`src/rtl/fht_addr_gen_pkg.sv`:
```
// -----------------------------------------------------------------------------
// fht_addr_gen_pkg
//   Shared definitions for the FHT address generator:
//     - default transform size and pipeline latencies
//     - sequencer FSM state encoding
//     - small width helper
//   No ports (package).
// -----------------------------------------------------------------------------
package fht_addr_gen_pkg;

  // Default transform length exponent (N = 2**FHT_LOG2_N).
  localparam int FHT_LOG2_N  = 4;
  // Data-RAM / twiddle-ROM read latency in cycles.
  localparam int FHT_RAM_LAT = 1;
  // fht_but latency (sum_mul register + output register); must track fht_but.
  localparam int FHT_BUT_LAT = 2;

  typedef enum logic [1:0] {
    ST_IDLE  = 2'd0,
    ST_RUN   = 2'd1,
    ST_DRAIN = 2'd2,
    ST_DONE  = 2'd3
  } fht_state_t;

  // Bit width able to index 0..value-1, never narrower than one bit.
  function automatic int clog2_min1(input int value);
    return (value <= 1) ? 1 : $clog2(value);
  endfunction

endpackage

```
`src/rtl/fht_addr_gen_delay_line.sv`:
```
// -----------------------------------------------------------------------------
// fht_addr_gen_delay_line
//   Reset-clearable shift register of DEPTH stages, WIDTH bits each.
//   Carries {wr_en, wr_bank, wr_addr_0, wr_addr_1} from read issue to the
//   point where the butterfly produces its outputs.
// Ports:
//   iCLK    in   1       clock
//   iRESET  in   1       asynchronous reset, active low (clears every stage)
//   d       in   WIDTH   value entering the line
//   q       out  WIDTH   value delayed by exactly DEPTH cycles
// DEPTH must be at least 1.
// -----------------------------------------------------------------------------
module fht_addr_gen_delay_line #(
  parameter int WIDTH = 8,
  parameter int DEPTH = 3
) (
  input  logic             iCLK,
  input  logic             iRESET,
  input  logic [WIDTH-1:0] d,
  output logic [WIDTH-1:0] q
);

  // chain[i] feeds stage i; chain[DEPTH] is the line output.
  logic [WIDTH-1:0] chain [DEPTH+1];

  assign chain[0] = d;

  genvar gi;
  generate
    for (gi = 0; gi < DEPTH; gi++) begin : g_tap
      logic [WIDTH-1:0] tap_reg;

      always_ff @(posedge iCLK or negedge iRESET) begin
        if (!iRESET) begin
          tap_reg <= '0;
        end else begin
          tap_reg <= chain[gi];
        end
      end

      assign chain[gi+1] = tap_reg;
    end
  endgenerate

  assign q = chain[DEPTH];

endmodule

```
`src/rtl/fht_addr_gen.sv`:
```
// -----------------------------------------------------------------------------
// fht_addr_gen
//   Upstream sequencer for fht_but. Runs LOG2_N radix-2 Hartley stages over a
//   ping-pong RAM pair: per cycle it issues three operand read addresses
//   (X0/X1/X2) and one twiddle-ROM index, and delays the matching write
//   addresses/enable by D = RAM_LAT + BUT_LAT so they line up with Y0/Y1.
//
// Ports:
//   iCLK        in   1          clock
//   iRESET      in   1          asynchronous reset, active low
//   iSTART      in   1          start request, sampled in IDLE only
//   oBUSY       out  1          high in RUN, DRAIN and DONE
//   oDONE       out  1          one-cycle pulse: transform complete
//   oRD_EN      out  1          read-issue strobe
//   oRD_BANK    out  1          bank to read (= stage[0])
//   oRD_ADDR_0  out  LOG2_N     X0 address
//   oRD_ADDR_1  out  LOG2_N     X1 address
//   oRD_ADDR_2  out  LOG2_N     X2 address
//   oTW_ADDR    out  LOG2_N-1   twiddle-ROM index
//   oWR_EN      out  1          write strobe, aligned with fht_but outputs
//   oWR_BANK    out  1          bank to write (= ~read bank of issuing stage)
//   oWR_ADDR_0  out  LOG2_N     Y0 address
//   oWR_ADDR_1  out  LOG2_N     Y1 address
//   oSTAGE      out  STAGE_W    current stage index
//
// Build option:
//   FHT_BITREV_EN  defined: stage-0 read addresses are bit-reversed over
//                  LOG2_N bits (input stored in natural order).
//                  undefined: no reversal (input already bit-reversed).
// -----------------------------------------------------------------------------
module fht_addr_gen
  import fht_addr_gen_pkg::*;
#(
  parameter  int LOG2_N  = FHT_LOG2_N,
  parameter  int RAM_LAT = FHT_RAM_LAT,
  parameter  int BUT_LAT = FHT_BUT_LAT,
  localparam int STAGE_W = clog2_min1(LOG2_N)
) (
  input  logic                iCLK,
  input  logic                iRESET,
  input  logic                iSTART,
  output logic                oBUSY,
  output logic                oDONE,
  output logic                oRD_EN,
  output logic                oRD_BANK,
  output logic [LOG2_N-1:0]   oRD_ADDR_0,
  output logic [LOG2_N-1:0]   oRD_ADDR_1,
  output logic [LOG2_N-1:0]   oRD_ADDR_2,
  output logic [LOG2_N-2:0]   oTW_ADDR,
  output logic                oWR_EN,
  output logic                oWR_BANK,
  output logic [LOG2_N-1:0]   oWR_ADDR_0,
  output logic [LOG2_N-1:0]   oWR_ADDR_1,
  output logic [STAGE_W-1:0]  oSTAGE
);

  localparam int D       = RAM_LAT + BUT_LAT;
  localparam int ISSUE_W = LOG2_N - 1;          // counts N/2 issues per stage
  localparam int DRAIN_W = clog2_min1(D);
  localparam int DL_W    = 2 + 2 * LOG2_N;

  localparam logic [ISSUE_W-1:0] ISSUE_LAST = '1;   // N/2 - 1
  localparam logic [STAGE_W-1:0] STAGE_LAST = STAGE_W'(LOG2_N - 1);
  localparam logic [DRAIN_W-1:0] DRAIN_LAST = DRAIN_W'(D - 1);

  // ---------------------------------------------------------------------------
  // Sequencer state
  // ---------------------------------------------------------------------------
  fht_state_t          state_reg, state_next;
  logic [STAGE_W-1:0]  stage_reg, stage_next;
  logic [ISSUE_W-1:0]  issue_reg, issue_next;
  logic [DRAIN_W-1:0]  drain_reg, drain_next;

  always_ff @(posedge iCLK or negedge iRESET) begin
    if (!iRESET) begin
      state_reg <= ST_IDLE;
      stage_reg <= '0;
      issue_reg <= '0;
      drain_reg <= '0;
    end else begin
      state_reg <= state_next;
      stage_reg <= stage_next;
      issue_reg <= issue_next;
      drain_reg <= drain_next;
    end
  end

  always_comb begin
    state_next = state_reg;
    stage_next = stage_reg;
    issue_next = issue_reg;
    drain_next = drain_reg;

    unique case (state_reg)
      ST_IDLE: begin
        if (iSTART) begin
          state_next = ST_RUN;
          stage_next = '0;
          issue_next = '0;
        end
      end

      ST_RUN: begin
        if (issue_reg == ISSUE_LAST) begin
          state_next = ST_DRAIN;
          issue_next = '0;
          drain_next = '0;
        end else begin
          issue_next = issue_reg + 1'b1;
        end
      end

      // Wait D cycles so the stage's last write lands before the next
      // stage reads that bank.
      ST_DRAIN: begin
        if (drain_reg == DRAIN_LAST) begin
          drain_next = '0;
          if (stage_reg == STAGE_LAST) begin
            state_next = ST_DONE;
          end else begin
            state_next = ST_RUN;
            stage_next = stage_reg + 1'b1;
          end
        end else begin
          drain_next = drain_reg + 1'b1;
        end
      end

      ST_DONE: begin
        state_next = ST_IDLE;
        stage_next = '0;
      end

      default: begin
        state_next = ST_IDLE;
      end
    endcase
  end

  // ---------------------------------------------------------------------------
  // Address arithmetic
  //   The issue counter j enumerates (block, k) with k in the low s bits and
  //   the block number above them. Inserting a zero bit at position s yields
  //   b + k directly, since block bases are multiples of 2h.
  // ---------------------------------------------------------------------------
  logic                run;
  logic [LOG2_N-1:0]   issue_ext;
  logic [LOG2_N-1:0]   half_span;     // h = 2**s
  logic [LOG2_N-1:0]   low_mask;      // h - 1
  logic [LOG2_N-1:0]   k_val;
  logic [LOG2_N-1:0]   base_val;
  logic [LOG2_N-1:0]   x0, x1, x2;
  logic [LOG2_N-1:0]   x0_rd, x1_rd, x2_rd;
  logic [STAGE_W-1:0]  tw_shift;
  logic [ISSUE_W-1:0]  tw_val;

  assign run = (state_reg == ST_RUN);

  always_comb begin
    issue_ext = {1'b0, issue_reg};
    half_span = LOG2_N'(1) << stage_reg;
    low_mask  = half_span - 1'b1;
    k_val     = issue_ext & low_mask;
    base_val  = (issue_ext & ~low_mask) << 1;
    x0        = base_val | k_val;
    x1        = x0 | half_span;
    // k == 0 pairs X1 with itself (cos = 1, sin = 0). In the last stage
    // 2h == N wraps to 0, so the mod-N difference still gives N - k.
    if (k_val == '0) begin
      x2 = x1;
    end else begin
      x2 = base_val + (half_span << 1) - k_val;
    end
    tw_shift = STAGE_LAST - stage_reg;
    // k < h, so k fits in LOG2_N-1 bits and the shifted index never overflows.
    tw_val   = k_val[ISSUE_W-1:0] << tw_shift;
  end

`ifdef FHT_BITREV_EN
  logic [LOG2_N-1:0] x0_rev, x1_rev, x2_rev;
  logic              rev_sel;

  genvar gi;
  generate
    for (gi = 0; gi < LOG2_N; gi++) begin : g_bitrev
      assign x0_rev[gi] = x0[LOG2_N-1-gi];
      assign x1_rev[gi] = x1[LOG2_N-1-gi];
      assign x2_rev[gi] = x2[LOG2_N-1-gi];
    end
  endgenerate

  // Only stage 0 reads the naturally ordered input.
  assign rev_sel = (stage_reg == '0);
  assign x0_rd   = rev_sel ? x0_rev : x0;
  assign x1_rd   = rev_sel ? x1_rev : x1;
  assign x2_rd   = rev_sel ? x2_rev : x2;
`else
  assign x0_rd = x0;
  assign x1_rd = x1;
  assign x2_rd = x2;
`endif

  // ---------------------------------------------------------------------------
  // Read-side outputs (forced to zero outside RUN)
  // ---------------------------------------------------------------------------
  assign oRD_EN     = run;
  assign oRD_BANK   = run & stage_reg[0];
  assign oRD_ADDR_0 = run ? x0_rd  : '0;
  assign oRD_ADDR_1 = run ? x1_rd  : '0;
  assign oRD_ADDR_2 = run ? x2_rd  : '0;
  assign oTW_ADDR   = run ? tw_val : '0;

  assign oBUSY  = (state_reg != ST_IDLE);
  assign oDONE  = (state_reg == ST_DONE);
  assign oSTAGE = stage_reg;

  // ---------------------------------------------------------------------------
  // Write-side: natural-order addresses delayed by D cycles.
  // Bank is gated by run so the line carries all-zero when idle.
  // ---------------------------------------------------------------------------
  logic [DL_W-1:0] wr_pipe_d, wr_pipe_q;

  assign wr_pipe_d = {run,
                      run & ~stage_reg[0],
                      run ? x0 : LOG2_N'(0),
                      run ? x1 : LOG2_N'(0)};

  fht_addr_gen_delay_line #(
    .WIDTH (DL_W),
    .DEPTH (D)
  ) u_wr_delay (
    .iCLK   (iCLK),
    .iRESET (iRESET),
    .d      (wr_pipe_d),
    .q      (wr_pipe_q)
  );

  assign {oWR_EN, oWR_BANK, oWR_ADDR_0, oWR_ADDR_1} = wr_pipe_q;

endmodule

```
`config.mk`:
```
export PLATFORM = sky130hd
export DESIGN_NAME = fht_addr_gen
export DESIGN_NICKNAME = d
export VERILOG_FILES = /design/src/rtl/fht_addr_gen_pkg.sv /design/src/rtl/fht_addr_gen_delay_line.sv /design/src/rtl/fht_addr_gen.sv
export SDC_FILE = /design/constraint.sdc
export NUM_CORES = 1
export LEC_CHECK = 0
export ABC_AREA = 1
export BUFFER_PORTS_ARGS = -buffer_cell sky130_fd_sc_hd__buf_2
export CORE_ASPECT_RATIO = 0.8
export CORE_MARGIN = 3
export CORE_UTILIZATION = 45
export CTS_CLUSTER_SIZE = 8
export DETAILED_ROUTE_END_ITERATION = 7
export PLACE_DENSITY = 0.67
export RECOVER_POWER = 25
export SETUP_SLACK_MARGIN = 0.15
export SYNTH_ARGS = -nofsm -noshare
export SYNTH_HDL_FRONTEND = slang
export SYNTH_SLANG_ARGS = --single-unit
```
`constraint.sdc`:
```
create_clock -name iCLK -period 3.63 [get_ports iCLK]
set_clock_uncertainty 0.15 [all_clocks]
set_input_delay 0.363 -clock iCLK [delete_from_list [all_inputs] [get_ports iCLK]]
set_output_delay 0.363 -clock iCLK [all_outputs]
set_load 0.02 [all_outputs]
```
==> qor.csv <==
stage,metric,value,unit
cts,cts hold-fix bufs,0,
detailed_routing,"antenna viol nets, final",0,
die,die extent in x,76.3,µm
cells_and_area,number of fill cells in the layout,329,
sta,final worst path period share,89.7,%
cells_and_area,Final Instance Area,2100,µm²
critical_path,CP arrival,2740,ps
logic_synthesis,"Primary FF master, synth",dfrtp_1,
critical_path,Setup CP Type,reg -> out,
global_routing,vias in the first global route,1237,
logic_synthesis,ys async rst share,100,%
global_routing,largest net degree at the start of global routing,40,
sta,worst-margin pin slew,1960,ps
placement,gp weighted congestion,0.792,
detailed_routing,1st-iter DRT viols,54,
power_and_ir_drop,PD cells,929,nW/µm²
sta,minimum clock period,3260,ps
logic_synthesis,Mean Syn Cell Area,9.61,µm²
logic_synthesis,number of synthesized flops with an enable pin,0,
cells_and_area,diodes inserted,0,
cells_and_area,layout cell share with drive strength beyond 1,30.1,%
status,status,finished with violations,
critical_path,worst-path fanout max,7,
sta,Max Freq,0.307,GHz
cts,CTS root buf,clkbuf_8,
die,row count,19,
logic_synthesis,Synth cell types,24,
cts,CTS max path bufs,2,
global_routing,first-pass GRT wire length,5750,µm
cells_and_area,fin nets,232,
die,core footprint,3610,µm²
detailed_routing,met3 routed WL,240,µm
flow_run,number of max-cap violations,1,
hold_path,Hold WC Path Type,reg -> reg,
sta,Fin. Hold Viols,0,
sta,Setup-failing EPs final,0,
power_and_ir_drop,VDD IR-drop max,0.536,mV
detailed_routing,DRC errors left,0,
die,die height,62.2,µm
logic_synthesis,Syn Inst Count,185,
detailed_routing,DR vias,1296,
detailed_routing,final wirelength,3350,µm
cts,Clock H-tree levels,2,
detailed_routing,wire per inst,12.3,µm
status,failing checks,"max-capacitance violations, max-slew violations",
global_routing,GRT overflow,0,
die,Initial Util,49.2,%
cells_and_area,"commonest non-fill, non-tap cell in the layout",nand2_1,
detailed_routing,max layer used,met4,
logic_synthesis,Synth Cell Area,1780,µm²
detailed_routing,DR WL met2,1480,µm
detailed_routing,drt pass-1 iters,4,
detailed_routing,Met1 Wirelength,1590,µm
critical_path,endpoint type of the worst setup path,output port,
global_routing,antenna violations before repair,0,
cts,# clock sinks,39,
cts,Clock transition at path regs,70,ps
power_and_ir_drop,Leak Pwr,1.20,nW
logic_synthesis,"flops & latches, synth",39,
sta,RSZ-0062 raised after global routing,no,
logic_synthesis,Area contributors post-synth,"dfrtp_1 (55%), nand2_1 (8.7%), ha_1 (7.0%), inv_1 (5.7%), buf_4 (3.8%)",
global_routing,GRT Resource Usage Total,15.4,%
placement,IO buf count,33,
sta,Worst slew margin,-30.4,%
sta,Final Max Tran Viols,40,
detailed_routing,vias per std cell,4.78,
cells_and_area,Layout area overhead,18.4,%
sta,final setup TNS,0,ps
die,I/O pin count,34,
placement,DPL Wire Length,2310,µm
logic_synthesis,Synth area leader,dfrtp_1,
critical_path,CP required,3120,ps
cells_and_area,post-layout util,58.2,%
logic_synthesis,sequential-to-total area share from yosys stat,54.9,%
logic_synthesis,yosys warns,0,
cts,CTS tree,done,
cells_and_area,Largest register FFs,20,
placement,placed cell area,1930,µm²
logic_synthesis,synthesized net count,199,
cts,Skew-Pair Late Insertion Delay,290,ps
die,total die area,4750,µm²
cells_and_area,most frequent cells in the layout,"nand2_1 (39), dfrtp_1 (37), buf_2 (31)",
cts,cts bufs inserted,5,
critical_path,CP startpoint kind,register,
logic_synthesis,Yosys top cell area share,54.9,%
cell usage after synthesis (2+ instances only):
master,number
nand4_1,2
nand3_2,2
buf_4,9
nor2_1,13
a21oi_1,6
o21ai_1,5
inv_2,3
ha_1,10
nor2_4,2
inv_1,27
dfrtp_1,39
o21ai_0,8
nand3_1,8
nand2_1,41
critical path: stages (launching register included):
cell and delay (ps):
dfrtp_2 500, inv_4 90, ha_4 200, inv_4 80, nand2_1 70, nand3_2 90
inv_1 50, ha_1 270, inv_1 60, fa_2 390, nand2_1 80, inv_1 50
nor2_2 90, nand3_1 70, nand2_1 70, nand2_1 50, nand2_1 60, inv_1 30
buf_4 140
layer usage:
layer | track usage, % | up-vias
met5 | 0 | -
met4 | 6.11 | 0
met3 | 5.64 | 4
met2 | 22.6 | 46
met1 | 20.8 | 608
li1 | - | 638
per-stage QoR:
step	instances	power, mW	worst slack [ps]	hold WS, ps
6_report	271	1.96	375	199
5_1_grt	271	2.14	165	204
4_1_cts	270	1.91	177	39.7
3_5_place_dp	260	1.60	236	185
3_3_place_gp	260	1.58	443	181
2_1_floorplan	185	1.40	492	-82.6
final timing paths:
check                                                         startpoint                   endpoint  slack, ps  cells after the start
worst max-delay path                               oSTAGE[0]$_DFFE_PN0P_              oRD_ADDR_2[3]        370                     18
worst min-delay path            u_wr_delay.g_tap[1].tap_reg[4]$_DFF_PN0_  u_wr_delay.q[4]$_DFF_PN0_        200                      0
worst max register to register                  state_reg[0]$_DFFE_PN0P_   state_reg[1]$_DFFE_PN0P_       1980                      6
worst min register to register  u_wr_delay.g_tap[1].tap_reg[4]$_DFF_PN0_  u_wr_delay.q[4]$_DFF_PN0_        200                      0
max in group asynchronous                                         iRESET      oSTAGE[0]$_DFFE_PN0P_       1600                      1
min in group asynchronous                                         iRESET  u_wr_delay.q[6]$_DFF_PN0_        470                      1
layout make-up:
cell class                      count  area, µm²  share of cell area, %
Sequential cell                    39        978                   46.5
Clock buffer                        5       68.8                   3.27
Clock inverter                      3       20.0                  0.951
Timing Repair Buffer               36        189                   8.98
Tap cell                           52       65.1                   3.09
Multi-Input combinational cell    106        663                   31.5
Inverter                           30        120                   5.71
where the power goes:
group	switching [mW]	internal, mW
Clock	0.153	0.134
Sequential	0.0915	0.582
Combinational	0.654	0.341
Total	0.898	1.06
what timing repair did:
| action | 4_1_cts | 5_1_grt |
|---|---|---|
| gates resized for setup | 7 | 13 |
| setup endpoints to repair | 1 | 1 |
| buffers inserted | 2 | 1 |
logic make-up after synthesis:
group	synth area share, %
DFF	54.9
xor gates and xnor gates	0.493
adders and majority gates	8.16
and+or+nand+nor	17.4
buffers and inverters	10.8
AOI/OAI and AO/OA	8.30
No activity file was read; power rests on OpenSTA's default activity.
